## src/rtl/ble_tx_crc_serializer.sv

```systemverilog
`default_nettype none
// ============================================================================
// Module      : ble_tx_crc_serializer
// Description : BLE transmit byte-to-bit serializer with CRC24 generation.
//               PDU bytes arrive over valid/ready and go out LSB-first, one
//               bit per bit_tick. The 24-bit CRC follows, MSB first.
// Revision    : 1.0 - initial release
// ============================================================================
module ble_tx_crc_serializer #(
   parameter int PDU_LEN_WIDTH = 8
) (
   input  logic                     clk,
   input  logic                     rst,
   input  logic                     start,
   input  logic [23:0]              crc_init,
   input  logic [PDU_LEN_WIDTH-1:0] pdu_len,
   input  logic                     bit_tick,
   input  logic [7:0]               byte_in,
   input  logic                     byte_in_valid,
   output logic                     byte_in_ready,
   output logic                     bit_out,
   output logic                     bit_out_valid,
   output logic                     busy,
   output logic                     done,
   output logic                     underrun,
   output logic [23:0]              crc_out
);

   // CRC24 feedback taps: x^10+x^9+x^6+x^4+x^3+x+1 (x^24 is the shift-out)
   localparam logic [23:0]              C_CRC_POLY = 24'h00065B;
   localparam logic [PDU_LEN_WIDTH-1:0] C_LEN_ONE  = {{(PDU_LEN_WIDTH-1){1'b0}}, 1'b1};

   typedef enum logic [1:0] {
      S_IDLE = 2'd0,
      S_DATA = 2'd1,
      S_CRC  = 2'd2
   } state_t;

   state_t                   r_state, w_state_nxt;
   logic [23:0]              r_lfsr, w_lfsr_nxt;
   logic [PDU_LEN_WIDTH-1:0] r_pdu_len, w_pdu_len_nxt;
   logic [PDU_LEN_WIDTH-1:0] r_bytes_left, w_bytes_left_nxt;
   logic [PDU_LEN_WIDTH-1:0] r_bytes_fetched, w_bytes_fetched_nxt;
   logic [7:0]               r_hold, w_hold_nxt;
   logic                     r_hold_full, w_hold_full_nxt;
   logic [7:0]               r_sreg, w_sreg_nxt;
   logic [3:0]               r_sreg_cnt, w_sreg_cnt_nxt;
   logic [4:0]               r_bit_cnt, w_bit_cnt_nxt;

   logic                     w_ready_nxt;
   logic                     w_bit_out_nxt;
   logic                     w_bit_out_valid_nxt;
   logic                     w_busy_nxt;
   logic                     w_done_nxt;
   logic                     w_underrun_nxt;
   logic [23:0]              w_crc_out_nxt;

   logic                     w_hs;
   logic [7:0]               w_cur_byte;
   logic [3:0]               w_cur_cnt;
   logic                     w_d;
   logic                     w_nb;

   // Next-state, datapath and registered-output computation
   always_comb begin
      w_state_nxt         = r_state;
      w_lfsr_nxt          = r_lfsr;
      w_pdu_len_nxt       = r_pdu_len;
      w_bytes_left_nxt    = r_bytes_left;
      w_bytes_fetched_nxt = r_bytes_fetched;
      w_hold_nxt          = r_hold;
      w_hold_full_nxt     = r_hold_full;
      w_sreg_nxt          = r_sreg;
      w_sreg_cnt_nxt      = r_sreg_cnt;
      w_bit_cnt_nxt       = r_bit_cnt;
      w_bit_out_nxt       = bit_out;
      w_bit_out_valid_nxt = 1'b0;
      w_done_nxt          = 1'b0;
      w_underrun_nxt      = 1'b0;
      w_crc_out_nxt       = crc_out;

      w_hs       = byte_in_valid && byte_in_ready;
      // An empty shift register is refilled from the holding register on the
      // same tick that emits its first bit.
      w_cur_byte = (r_sreg_cnt == 4'd0) ? r_hold : r_sreg;
      w_cur_cnt  = (r_sreg_cnt == 4'd0) ? 4'd8 : r_sreg_cnt;
      w_d        = w_cur_byte[0];
      w_nb       = r_lfsr[23] ^ w_d;

      case (r_state)
         S_IDLE: begin
            if (start) begin
               w_lfsr_nxt          = crc_init;
               w_pdu_len_nxt       = pdu_len;
               w_bytes_left_nxt    = pdu_len;
               w_bytes_fetched_nxt = '0;
               w_hold_nxt          = 8'd0;
               w_hold_full_nxt     = 1'b0;
               w_sreg_nxt          = 8'd0;
               w_sreg_cnt_nxt      = 4'd0;
               w_bit_cnt_nxt       = 5'd23;
               w_state_nxt         = (pdu_len != '0) ? S_DATA : S_CRC;
            end
         end

         S_DATA: begin
            if (bit_tick) begin
               if ((r_sreg_cnt == 4'd0) && !r_hold_full) begin
                  w_underrun_nxt = 1'b1;
                  w_state_nxt    = S_IDLE;
               end else begin
                  if (r_sreg_cnt == 4'd0) begin
                     w_hold_full_nxt = 1'b0;
                  end
                  w_bit_out_nxt       = w_d;
                  w_bit_out_valid_nxt = 1'b1;
                  w_sreg_nxt          = {1'b0, w_cur_byte[7:1]};
                  w_sreg_cnt_nxt      = w_cur_cnt - 4'd1;
                  w_lfsr_nxt          = {r_lfsr[22:0], 1'b0} ^ ({24{w_nb}} & C_CRC_POLY);
                  if (w_cur_cnt == 4'd1) begin
                     w_bytes_left_nxt = r_bytes_left - C_LEN_ONE;
                     if (r_bytes_left == C_LEN_ONE) begin
                        w_state_nxt   = S_CRC;
                        w_bit_cnt_nxt = 5'd23;
                     end
                  end
               end
            end
            // A new byte landing in the same cycle as a tick-load refills hold
            if (w_hs) begin
               w_hold_nxt          = byte_in;
               w_hold_full_nxt     = 1'b1;
               w_bytes_fetched_nxt = r_bytes_fetched + C_LEN_ONE;
            end
         end

         S_CRC: begin
            if (bit_tick) begin
               w_bit_out_nxt       = r_lfsr[r_bit_cnt];
               w_bit_out_valid_nxt = 1'b1;
               if (r_bit_cnt == 5'd0) begin
                  w_done_nxt    = 1'b1;
                  w_crc_out_nxt = r_lfsr;
                  w_state_nxt   = S_IDLE;
               end else begin
                  w_bit_cnt_nxt = r_bit_cnt - 5'd1;
               end
            end
         end

         default: begin
            w_state_nxt = S_IDLE;
         end
      endcase

      w_busy_nxt  = (w_state_nxt != S_IDLE);
      w_ready_nxt = (w_state_nxt == S_DATA) && !w_hold_full_nxt &&
                    (w_bytes_fetched_nxt < w_pdu_len_nxt);
   end

   // State, datapath and output registers; reset aborts any packet at once
   always_ff @(posedge clk or posedge rst) begin
      if (rst) begin
         r_state         <= S_IDLE;
         r_lfsr          <= 24'd0;
         r_pdu_len       <= '0;
         r_bytes_left    <= '0;
         r_bytes_fetched <= '0;
         r_hold          <= 8'd0;
         r_hold_full     <= 1'b0;
         r_sreg          <= 8'd0;
         r_sreg_cnt      <= 4'd0;
         r_bit_cnt       <= 5'd0;
         byte_in_ready   <= 1'b0;
         bit_out         <= 1'b0;
         bit_out_valid   <= 1'b0;
         busy            <= 1'b0;
         done            <= 1'b0;
         underrun        <= 1'b0;
         crc_out         <= 24'd0;
      end else begin
         r_state         <= w_state_nxt;
         r_lfsr          <= w_lfsr_nxt;
         r_pdu_len       <= w_pdu_len_nxt;
         r_bytes_left    <= w_bytes_left_nxt;
         r_bytes_fetched <= w_bytes_fetched_nxt;
         r_hold          <= w_hold_nxt;
         r_hold_full     <= w_hold_full_nxt;
         r_sreg          <= w_sreg_nxt;
         r_sreg_cnt      <= w_sreg_cnt_nxt;
         r_bit_cnt       <= w_bit_cnt_nxt;
         byte_in_ready   <= w_ready_nxt;
         bit_out         <= w_bit_out_nxt;
         bit_out_valid   <= w_bit_out_valid_nxt;
         busy            <= w_busy_nxt;
         done            <= w_done_nxt;
         underrun        <= w_underrun_nxt;
         crc_out         <= w_crc_out_nxt;
      end
   end

endmodule
`default_nettype wire

```

## config.mk

```make
export PLATFORM = sky130hd
export DESIGN_NAME = ble_tx_crc_serializer
export DESIGN_NICKNAME = d
export VERILOG_FILES = /design/src/rtl/ble_tx_crc_serializer.sv
export SDC_FILE = /design/constraint.sdc
export NUM_CORES = 1
export LEC_CHECK = 0
export CORE_ASPECT_RATIO = 2
export CORE_MARGIN = 1
export CORE_UTILIZATION = 55
export CTS_CLUSTER_SIZE = 10
export DETAILED_ROUTE_END_ITERATION = 8
export PLACE_DENSITY_LB_ADDON = 0.3
export SYNTH_ARGS = -nofsm -noshare
export SYNTH_HDL_FRONTEND = slang
export SYNTH_SLANG_ARGS = --single-unit
```

## constraint.sdc

```tcl
create_clock -name clk -period 4.2 [get_ports clk]
set_input_delay 0.63 -clock clk [delete_from_list [all_inputs] [get_ports clk]]
set_output_delay 0.63 -clock clk [all_outputs]
set_load 0.02 [all_outputs]
```

==> results_tabular.tex, run 1 <==
\begin{tabular}{lr}
\hline
Metric & Value \\
\hline
\multicolumn{2}{l}{\textbf{Routing}} \\
\quad Number of violations reported at the end of detailed-routing iteration 0 & between 300 and 400 \\
\quad Met1 routed wirelength after detailed routing & approximately 4.7 mm \\
\quad Overall via count from detail\_route & about 4200 \\
\quad WL met3 & around 380 µm \\
\quad Highest metal layer used by the detailed router & met4 \\
\quad Number of routed nets with antenna violations & 0 \\
\quad Routed length per placed instance & roughly 18 µm \\
\quad Remaining routing DRC violations & 0 \\
\quad Routed via count divided by cell count & around 6 \\
\quad Total wirelength of the detailed-routed design & roughly 13 mm \\
\quad Number of iterations in the first detailed-routing pass & 5 \\
\quad Wire length on met2 & between 6 and 7 mm \\
\multicolumn{2}{l}{\textbf{Worst setup path}} \\
\quad Startpoint of the lowest-slack register-to-register path & r\_state[1] \\
\quad Largest stage delay, worst path & about 0.55 ns \\
\quad Critical-path maximum fanout & 23 \\
\quad Type of element capturing the critical path & flip-flop \\
\quad Crit Reg-Reg Endpoint & byte\_in\_ready \\
\quad Cells along the critical path & inv\_1 -> ha\_2 -> inv\_1 -> o21ai\_0 -> ha\_1 -> a21o\_1 -> a21o\_1 -> a211oi\_1 -> o2111a\_1 \\
\quad Worst path top cell family by delay & compound AO/OA/AOI/OAI gates \\
\quad Register-to-Register Path Depth & 9 \\
\quad Worst setup path class & flip-flop to flip-flop \\
\quad Flop2flop setup slack & between 1 and 1.5 ns \\
\quad Number of buffers and inverters on the critical path & 2 \\
\quad WP data arrival & 3.15 ns \\
\quad Crit-path slowest cell & sky130\_fd\_sc\_hd\_\_ha\_2 \\
\quad Critical Path Source Type & flip-flop \\
\quad Worst setup startpoint & r\_state[1] \\
\quad Required time worst endpoint & roughly 4.5 ns \\
\multicolumn{2}{l}{\textbf{Logic synthesis}} \\
\quad Yosys warnings & 0 \\
\quad Dominant combinational cell family by area after synthesis & compound AO/OA/AOI/OAI gates \\
\quad Most numerous cell in the Yosys netlist & sky130\_fd\_sc\_hd\_\_dfrtp\_1 \\
\quad Leading area contributor after synthesis & sky130\_fd\_sc\_hd\_\_dfrtp\_1 \\
\quad Cell types occupying the most area after synthesis & sky130\_fd\_sc\_hd\_\_dfrtp\_1 (48\%), sky130\_fd\_sc\_hd\_\_mux2i\_1 (7.2\%), sky130\_fd\_sc\_hd\_\_mux2\_2 (5.0\%) \\
\quad Number of different library cells in the post-synthesis netlist & 57 \\
\quad Synthesized area per cell & $\sim$11 µm² \\
\quad Share of Yosys cell area claimed by the top area cell type & 48.4\% \\
\quad Multiplexer share of the synthesized area & 13.8\% \\
\quad Synthesized-area fraction occupied by xor and xnor cells & 2.61\% \\
\quad Total of flip-flops plus latches after synthesis & around 110 \\
\quad Async set or reset register ratio after synthesis & 100\% \\
\quad Top cell types by occurrence after synthesis & sky130\_fd\_sc\_hd\_\_dfrtp\_1 (105), sky130\_fd\_sc\_hd\_\_nand2\_1 (66), sky130\_fd\_sc\_hd\_\_mux2i\_1 (39), sky130\_fd\_sc\_hd\_\_o21ai\_0 (39) \\
\quad Synthesized Nets & 570 \\
\quad Compound-cell area share of the yosys netlist & between 10 and 15\% \\
\quad Proportion of synthesized chip area in sequential cells & 48.4\% \\
\quad Most instantiated flip-flop cell in the synthesis netlist & sky130\_fd\_sc\_hd\_\_dfrtp\_1 \\
\quad Post-Syn Area & approximately 5400 µm² \\
\quad Post-synthesis simple-gate area fraction & 12.7\% \\
\quad Cell count after synthesis & about 510 \\
\quad Post-synthesis share of cell area spent on full adders, half adders and majority gates & between 4 and 5\% \\
\quad EDFF count, synth & 0 \\
\multicolumn{2}{l}{\textbf{Floorplan}} \\
\quad X dimension of the die & 72.2 µm \\
\quad Initial cell density of the core & $\sim$56\% \\
\quad Rows & $\sim$50 \\
\quad Core Area & about 9600 µm² \\
\quad Vertical die dimension & around 140 µm \\
\quad Number of primary I/O pins & 75 \\
\quad Area enclosed by the die boundary & slightly above 10000 µm² \\
\multicolumn{2}{l}{\textbf{Place}} \\
\quad Pre-CTS setup slack & roughly 1.1 ns \\
\quad Placed wire-length estimate after detailed placement & between 9 and 10 mm \\
\quad Area of placed instances & $\sim$6300 µm² \\
\quad Routability cong. & between 0.8 and 0.9 \\
\quad Count of port buffers added during placement & 74 \\
\multicolumn{2}{l}{\textbf{Cells and area}} \\
\quad Proportion of layout cells with a drive suffix above 1 & between 10\% and 20\% \\
\quad Area occupied by multi-input gates & around 2600 µm² \\
\quad ANT cells & 0 \\
\quad Number of nets in the layout & 636 \\
\quad Post-layout instance area & 6580 µm² \\
\quad Area Growth Syn to Fin & 21.3\% \\
\quad Fillcell total & around 750 \\
\quad Register area & 2630 µm² \\
\multicolumn{2}{l}{\textbf{Clock network}} \\
\quad CTS Root Buffer Type & sky130\_fd\_sc\_hd\_\_clkbuf\_16 \\
\quad Clock sink count & between 100 and 150 \\
\quad Level count of the clock H-tree & 3 \\
\quad Cells resized by post-CTS repair & 0 \\
\quad TritonCTS clock tree & done \\
\quad Clock insertion delay at the later pin of the skew report & between 0.3 and 0.4 ns \\
\quad Post-CTS Repair Setup Buffers & 0 \\
\quad Inserted Clock Buffers & 9 \\
\quad Quantity of hold-fixing buffers added after cts & 0 \\
\quad Post-CTS clock slew at the launch and capture registers of the worst setup and hold paths & 0.07 ns \\
\quad Number of buffers on the longest clock path & 2 \\
\multicolumn{2}{l}{\textbf{Status}} \\
\quad Run status & complete, no violations \\
\multicolumn{2}{l}{\textbf{GRT}} \\
\quad Via count of the first global-routing pass & approximately 4400 \\
\quad Global-route wire length before repair & 20.9 mm \\
\quad Total Routing Usage GR & 26.5\% \\
\quad Largest net degree at the start of global routing & 88 \\
\quad Antenna violations before repair & 0 \\
\quad Global route total overflow & 0 \\
\multicolumn{2}{l}{\textbf{Timing}} \\
\quad Final hold viol count & 0 \\
\quad Final number of max-transition violations & 0 \\
\quad Final period util & 68.2\% \\
\quad Max Fclk & between 300 and 400 MHz \\
\quad Tightest Pin Transition & around 1.1 ns \\
\quad Sum of negative setup slack & 0 ns \\
\quad Worst hold margin & approximately 0.48 ns \\
\quad Minimum clock period & about 2.9 ns \\
\quad Worst clock skew & roughly 0.0055 ns \\
\quad Least setup slack across all paths after layout & $\sim$1.3 ns \\
\quad Final count of negative-setup-slack endpoints & 0 \\
\quad Slew HR & between 20\% and 30\% \\
\quad Unrepaired setup endpoints after global routing & false \\
\multicolumn{2}{l}{\textbf{Hold path}} \\
\quad Launch instance of the worst min-delay path & r\_sreg[2] \\
\quad Hold WC Path Type & flip-flop to flip-flop \\
\quad Capture endpoint of the worst hold path & r\_sreg[2] \\
\quad Worst Hold Depth & 2 \\
\multicolumn{2}{l}{\textbf{Power and ir drop}} \\
\quad Power density over cell area & around 640 nW/µm² \\
\quad Leakage & roughly 3.0 nW \\
\quad Total power & $\sim$4.2 mW \\
\quad Maximum vdd ir drop & 0.000538 V \\
\multicolumn{2}{l}{\textbf{Job}} \\
\quad Max-capacitance violation count & 0 \\
\hline
\end{tabular}
==> per-stage QoR <==
stage | cells | util (%)
after CTS | 708 | 68.3
final | 708 | 68.3
after global routing | 708 | 68.3
after floorplan | 505 | -
after detailed placement | 692 | 65.2
after global placement | 692 | 65.2
==> logic make-up (layout without fill, tap and decap cells) <==
group / count (synthesis) / count (layout)
multiplexers: 67 / 67
buffers and inverters: 50 / 121
flip-flops: 105 / 105
XOR/XNOR: 14 / 14
adder cells (fa/ha/maj): 20 / 20
AO/OA/AOI/OAI: 112 / 112
AND/OR/NAND/NOR: 137 / 137
==> tightest hold or removal path, stage by stage, from the launching register on <==
cell	delay [ns]
sky130_fd_sc_hd__dfrtp_1	0.34
sky130_fd_sc_hd__nand2_1	0.05
sky130_fd_sc_hd__o31ai_1	0.05
==> sequential cells by signal (all words and copies together), names as in the netlist <==
register and cells:
done 1, busy 1, bit_out_valid 1, r_bit_cnt 5, bit_out 1, r_sreg 7, r_pdu_len 8, crc_out 24
r_sreg_cnt 4, r_state 2, r_lfsr 24, r_hold 8, r_hold_full 1, underrun 1, r_bytes_left 8, byte_in_ready 1
r_bytes_fetched 8
==> area by class of cell <==
| type | count | share of cell area [%] |
|---|---|---|
| clock buffers | 12 | 3.75 |
| clock inverters | 4 | 0.798 |
| inverters | 24 | 1.41 |
| multi-input cells | 350 | 39.4 |
| flip-flops and latches | 105 | 39.9 |
| well taps | 132 | 2.51 |
| repair buffers | 81 | 12.2 |
==> layer usage <==
| metal | vias to the layer above | global-route usage, % |
|---|---|---|
| li1 | 1937 | - |
| met1 | 2109 | 29.4 |
| met2 | 114 | 47.5 |
| met3 | 35 | 3.33 |
| met4 | 0 | 14.9 |
| met5 | - | 0 |
==> placed cells by master (no fill, tap or decap), types with 3 or more instances in the layout <==
cell / n
sky130_fd_sc_hd__a21o_1: 5
sky130_fd_sc_hd__a21oi_1: 8
sky130_fd_sc_hd__a22o_1: 8
sky130_fd_sc_hd__a31oi_1: 6
sky130_fd_sc_hd__and2_1: 5
sky130_fd_sc_hd__buf_4: 6
sky130_fd_sc_hd__clkbuf_16: 9
sky130_fd_sc_hd__clkdlybuf4s50_1: 74
sky130_fd_sc_hd__clkinvlp_4: 3
sky130_fd_sc_hd__dfrtp_1: 105
sky130_fd_sc_hd__ha_1: 19
sky130_fd_sc_hd__inv_1: 23
sky130_fd_sc_hd__mux2_2: 24
sky130_fd_sc_hd__mux2i_1: 39
sky130_fd_sc_hd__mux4_2: 4
sky130_fd_sc_hd__nand2_1: 66
sky130_fd_sc_hd__nand2b_1: 3
sky130_fd_sc_hd__nand3_1: 12
sky130_fd_sc_hd__nand4_1: 5
sky130_fd_sc_hd__nor2_1: 16
sky130_fd_sc_hd__nor2b_1: 3
sky130_fd_sc_hd__nor3_1: 5
sky130_fd_sc_hd__nor3b_1: 4
sky130_fd_sc_hd__o21a_1: 3
sky130_fd_sc_hd__o21ai_0: 39
sky130_fd_sc_hd__o21ai_1: 8
sky130_fd_sc_hd__o221ai_1: 7
sky130_fd_sc_hd__o31ai_1: 7
sky130_fd_sc_hd__o32ai_1: 3
sky130_fd_sc_hd__or2_2: 3
sky130_fd_sc_hd__xnor2_1: 8
sky130_fd_sc_hd__xor2_1: 5
==> power by group <==
part           total, mW  internal, mW  leakage (nW)  switching, mW
Sequential          1.62          1.32          1.36          0.302
Clock              0.849         0.479         0.135          0.370
Combinational       1.75         0.765          1.52          0.984
Total               4.22          2.56          3.02           1.66
==> how the worst max path moves through the flow <==
stage | end | slack, ns | depth (start not counted)
after global placement | byte_in_ready | 1.12 | 11
after floorplan | bit_out | 0.81 | 1
after detailed placement | byte_in_ready | 1.08 | 11
after global routing | byte_in_ready | 1.05 | 9
final | byte_in_ready | 1.34 | 9
after CTS | byte_in_ready | 1.33 | 9
No activity file was read; power rests on OpenSTA's default activity.
==> run 2, diff against run 1 <==
--- a/config.mk
+++ b/config.mk
@@ -7,7 +7,7 @@
 export LEC_CHECK = 0
 export CORE_ASPECT_RATIO = 2
 export CORE_MARGIN = 1
-export CORE_UTILIZATION = 55
+export CORE_UTILIZATION = 50
 export CTS_CLUSTER_SIZE = 10
 export DETAILED_ROUTE_END_ITERATION = 8
 export PLACE_DENSITY_LB_ADDON = 0.3
==> constraint.sdc (replaced) <==
create_clock -name clk -period 2.35 [get_ports clk]
set_input_delay 0.3525 -clock clk [delete_from_list [all_inputs] [get_ports clk]]
set_output_delay 0.3525 -clock clk [all_outputs]
set_load 0.02 [all_outputs]
==> results_tabular.tex, run 2 (synthesized netlist as in run 1, its figures left out) <==
\begin{tabular}{lr}
\hline
Metric & Value \\
\hline
\multicolumn{2}{l}{\textbf{Routing}} \\
\quad Number of iterations in the first detailed-routing pass & 4 \\
\quad Routed via count divided by cell count & roughly 5.7 \\
\quad Overall via count from detail\_route & about 4200 \\
\quad Total wirelength of the detailed-routed design & about 13 mm \\
\quad Remaining routing DRC violations & 0 \\
\quad Number of routed nets with antenna violations & 0 \\
\quad Number of violations reported at the end of detailed-routing iteration 0 & between 200 and 300 \\
\quad Routed length per placed instance & between 15 and 20 µm \\
\multicolumn{2}{l}{\textbf{Timing}} \\
\quad Final period util & 100\% \\
\quad Final count of negative-setup-slack endpoints & 1 \\
\quad Final hold viol count & 0 \\
\quad Unrepaired setup endpoints after global routing & true \\
\quad Slew HR & 60.8\% \\
\quad Worst clock skew & about 0.0084 ns \\
\quad Tightest Pin Transition & slightly below 0.6 ns \\
\quad Final number of max-transition violations & 0 \\
\quad Minimum clock period & around 2.4 ns \\
\quad Least setup slack across all paths after layout & -0.00508 ns \\
\quad Max Fclk & between 400 and 500 MHz \\
\multicolumn{2}{l}{\textbf{Clock network}} \\
\quad Number of buffers on the longest clock path & 2 \\
\quad CTS Root Buffer Type & sky130\_fd\_sc\_hd\_\_clkbuf\_16 \\
\quad Clock sink count & $\sim$110 \\
\quad Post-CTS clock slew at the launch and capture registers of the worst setup and hold paths & $\sim$0.070 ns \\
\quad Clock insertion delay at the later pin of the skew report & roughly 0.34 ns \\
\quad Level count of the clock H-tree & 3 \\
\quad Quantity of hold-fixing buffers added after cts & 0 \\
\quad TritonCTS clock tree & done \\
\quad Inserted Clock Buffers & 9 \\
\multicolumn{2}{l}{\textbf{Cells and area}} \\
\quad ANT cells & 0 \\
\quad Number of nets in the layout & around 670 \\
\quad Proportion of layout cells with a drive suffix above 1 & between 15 and 20\% \\
\quad Fillcell total & between 800 and 900 \\
\quad Largest registers & crc\_out: 24 flops, r\_lfsr: 24 flops \\
\quad Area occupied by multi-input gates & between 2000 and 3000 µm² \\
\quad Post-layout instance area & between 6000 and 7000 µm² \\
\quad Non-filler instance count after layout & 745 \\
\quad Final Util & 65.6\% \\
\quad Commonest non-fill, non-tap cells in the layout & sky130\_fd\_sc\_hd\_\_dfrtp\_1 (105), sky130\_fd\_sc\_hd\_\_clkdlybuf4s50\_1 (74), sky130\_fd\_sc\_hd\_\_nand2\_1 (66) \\
\quad Register area & 2630 µm² \\
\quad Area Growth Syn to Fin & 27.6\% \\
\quad Leading cell type in the layout, fill and taps excluded & sky130\_fd\_sc\_hd\_\_dfrtp\_1 \\
\multicolumn{2}{l}{\textbf{GRT}} \\
\quad Global route total overflow & 0 \\
\quad Antenna violations before repair & 0 \\
\quad Largest net degree at the start of global routing & 44 \\
\quad Total Routing Usage GR & 25.4\% \\
\quad Global-route wire length before repair & 21.3 mm \\
\quad Via count of the first global-routing pass & 4347 \\
\multicolumn{2}{l}{\textbf{Worst setup path}} \\
\quad Type of element capturing the critical path & flip-flop \\
\quad Critical Path Source Type & flip-flop \\
\quad Worst setup path class & flip-flop to flip-flop \\
\quad Required time worst endpoint & 2.63 ns \\
\quad WP data arrival & between 2 and 3 ns \\
\quad Critical-path maximum fanout & 8 \\
\multicolumn{2}{l}{\textbf{Power and ir drop}} \\
\quad Sw frac & approximately two fifths \\
\quad Power density over cell area & between 1000 and 1500 nW/µm² \\
\quad Internal power summed over all cells & between 4 and 5 mW \\
\quad Clock power frac & a little under a fifth \\
\quad Sequential group share of total power & $\sim$37\% \\
\quad Maximum vdd ir drop & slightly above 0.0007 V \\
\quad Fraction of power consumed by combinational cells & approximately 45\% \\
\quad Sw Pwr & a little over 3 mW \\
\quad Leakage & roughly 3.2 nW \\
\multicolumn{2}{l}{\textbf{Floorplan}} \\
\quad Rows & 53 \\
\quad Area enclosed by the die boundary & between 10000 and 15000 µm² \\
\quad X dimension of the die & 75.7 µm \\
\quad Vertical die dimension & 149 µm \\
\quad Core Area & between 10000 and 15000 µm² \\
\quad Initial cell density of the core & about half \\
\quad Number of primary I/O pins & 75 \\
\multicolumn{2}{l}{\textbf{Job}} \\
\quad Max-capacitance violation count & 0 \\
\multicolumn{2}{l}{\textbf{Place}} \\
\quad Routability cong. & roughly 0.85 \\
\quad Pre-CTS setup slack & -0.334 ns \\
\quad Count of port buffers added during placement & 74 \\
\quad Area of placed instances & between 6000 and 7000 µm² \\
\quad Placed insts & roughly 730 \\
\quad Placed wire-length estimate after detailed placement & 9.83 mm \\
\multicolumn{2}{l}{\textbf{Status}} \\
\quad Run status & finished with violations \\
\quad Failing checks & negative setup slack \\
\multicolumn{2}{l}{\textbf{Hold path}} \\
\quad Hold WC Path Type & primary input to async pin \\
\hline
\end{tabular}
run 2: per-stage QoR:
| step | TNS, ns | hold WS [ns] | total power, mW |
|---|---|---|---|
| finish | -0.00508 | 0.380 | 7.85 |
| CTS | 0 | 0.378 | 7.84 |
| detailed placement | -0.334 | 0.465 | 6.35 |
| floorplan | 0 | 0.442 | 5.22 |
| global route | -0.0849 | 0.425 | 8.37 |
| global placement | -0.282 | 0.459 | 6.21 |
run 2: metal layers:
metal,global-route usage [%],part of all wire [%]
met1,27.8,38
met2,46.4,56
met3,3.58,2.6
met4,11.4,3.9
met5,0,0
run 2: power by group through the flow:
stage                     clock (mW)  sequential (mW)  combinational [mW]
after floorplan                    0             2.78                2.45
after global placement             0             2.87                3.34
after detailed placement           0             2.90                3.46
after CTS                       1.48             2.87                3.48
after global routing            1.54             2.95                3.87
final                           1.45             2.88                3.51
run 2: worst max-delay path, cell delays in order (launching register included):
cell,delay [ns]
sky130_fd_sc_hd__dfrtp_1,0.42
sky130_fd_sc_hd__buf_4,0.17
sky130_fd_sc_hd__ha_4,0.20
sky130_fd_sc_hd__mux2i_4,0.22
sky130_fd_sc_hd__buf_4,0.19
sky130_fd_sc_hd__nand2_1,0.05
sky130_fd_sc_hd__o21ai_0,0.14
sky130_fd_sc_hd__ha_1,0.31
sky130_fd_sc_hd__a21o_1,0.16
sky130_fd_sc_hd__a211oi_1,0.23
sky130_fd_sc_hd__o2111a_1,0.20
run 2: worst paths after layout:
path,startpoint,to,slack (ns),depth (start not counted)
worst min register to register,r_sreg[3],r_sreg[3],0.48,2
worst max-delay path,r_state[0],byte_in_ready,-0.005,10
worst max register to register,r_state[0],byte_in_ready,-0.005,10
worst min-delay path,rst,crc_out[18],0.38,2
min in group clk,r_sreg[3],r_sreg[3],0.48,2
max in group asynchronous,rst,r_sreg[2],1.40,3
run 2: what timing repair did:
action                                  CTS  global route
setup buffers                             0             1
endpoints found under the setup margin    0            20
resized for setup                         0             6
run 2: area by class of cell:
type	count	area share [%]
clock inverter	6	0.687
inverter	24	1.36
multi-input combinational	350	38.2
tap	137	2.48
clock buffer	10	3.45
timing repair buffer	113	15.8
sequential	105	38.0
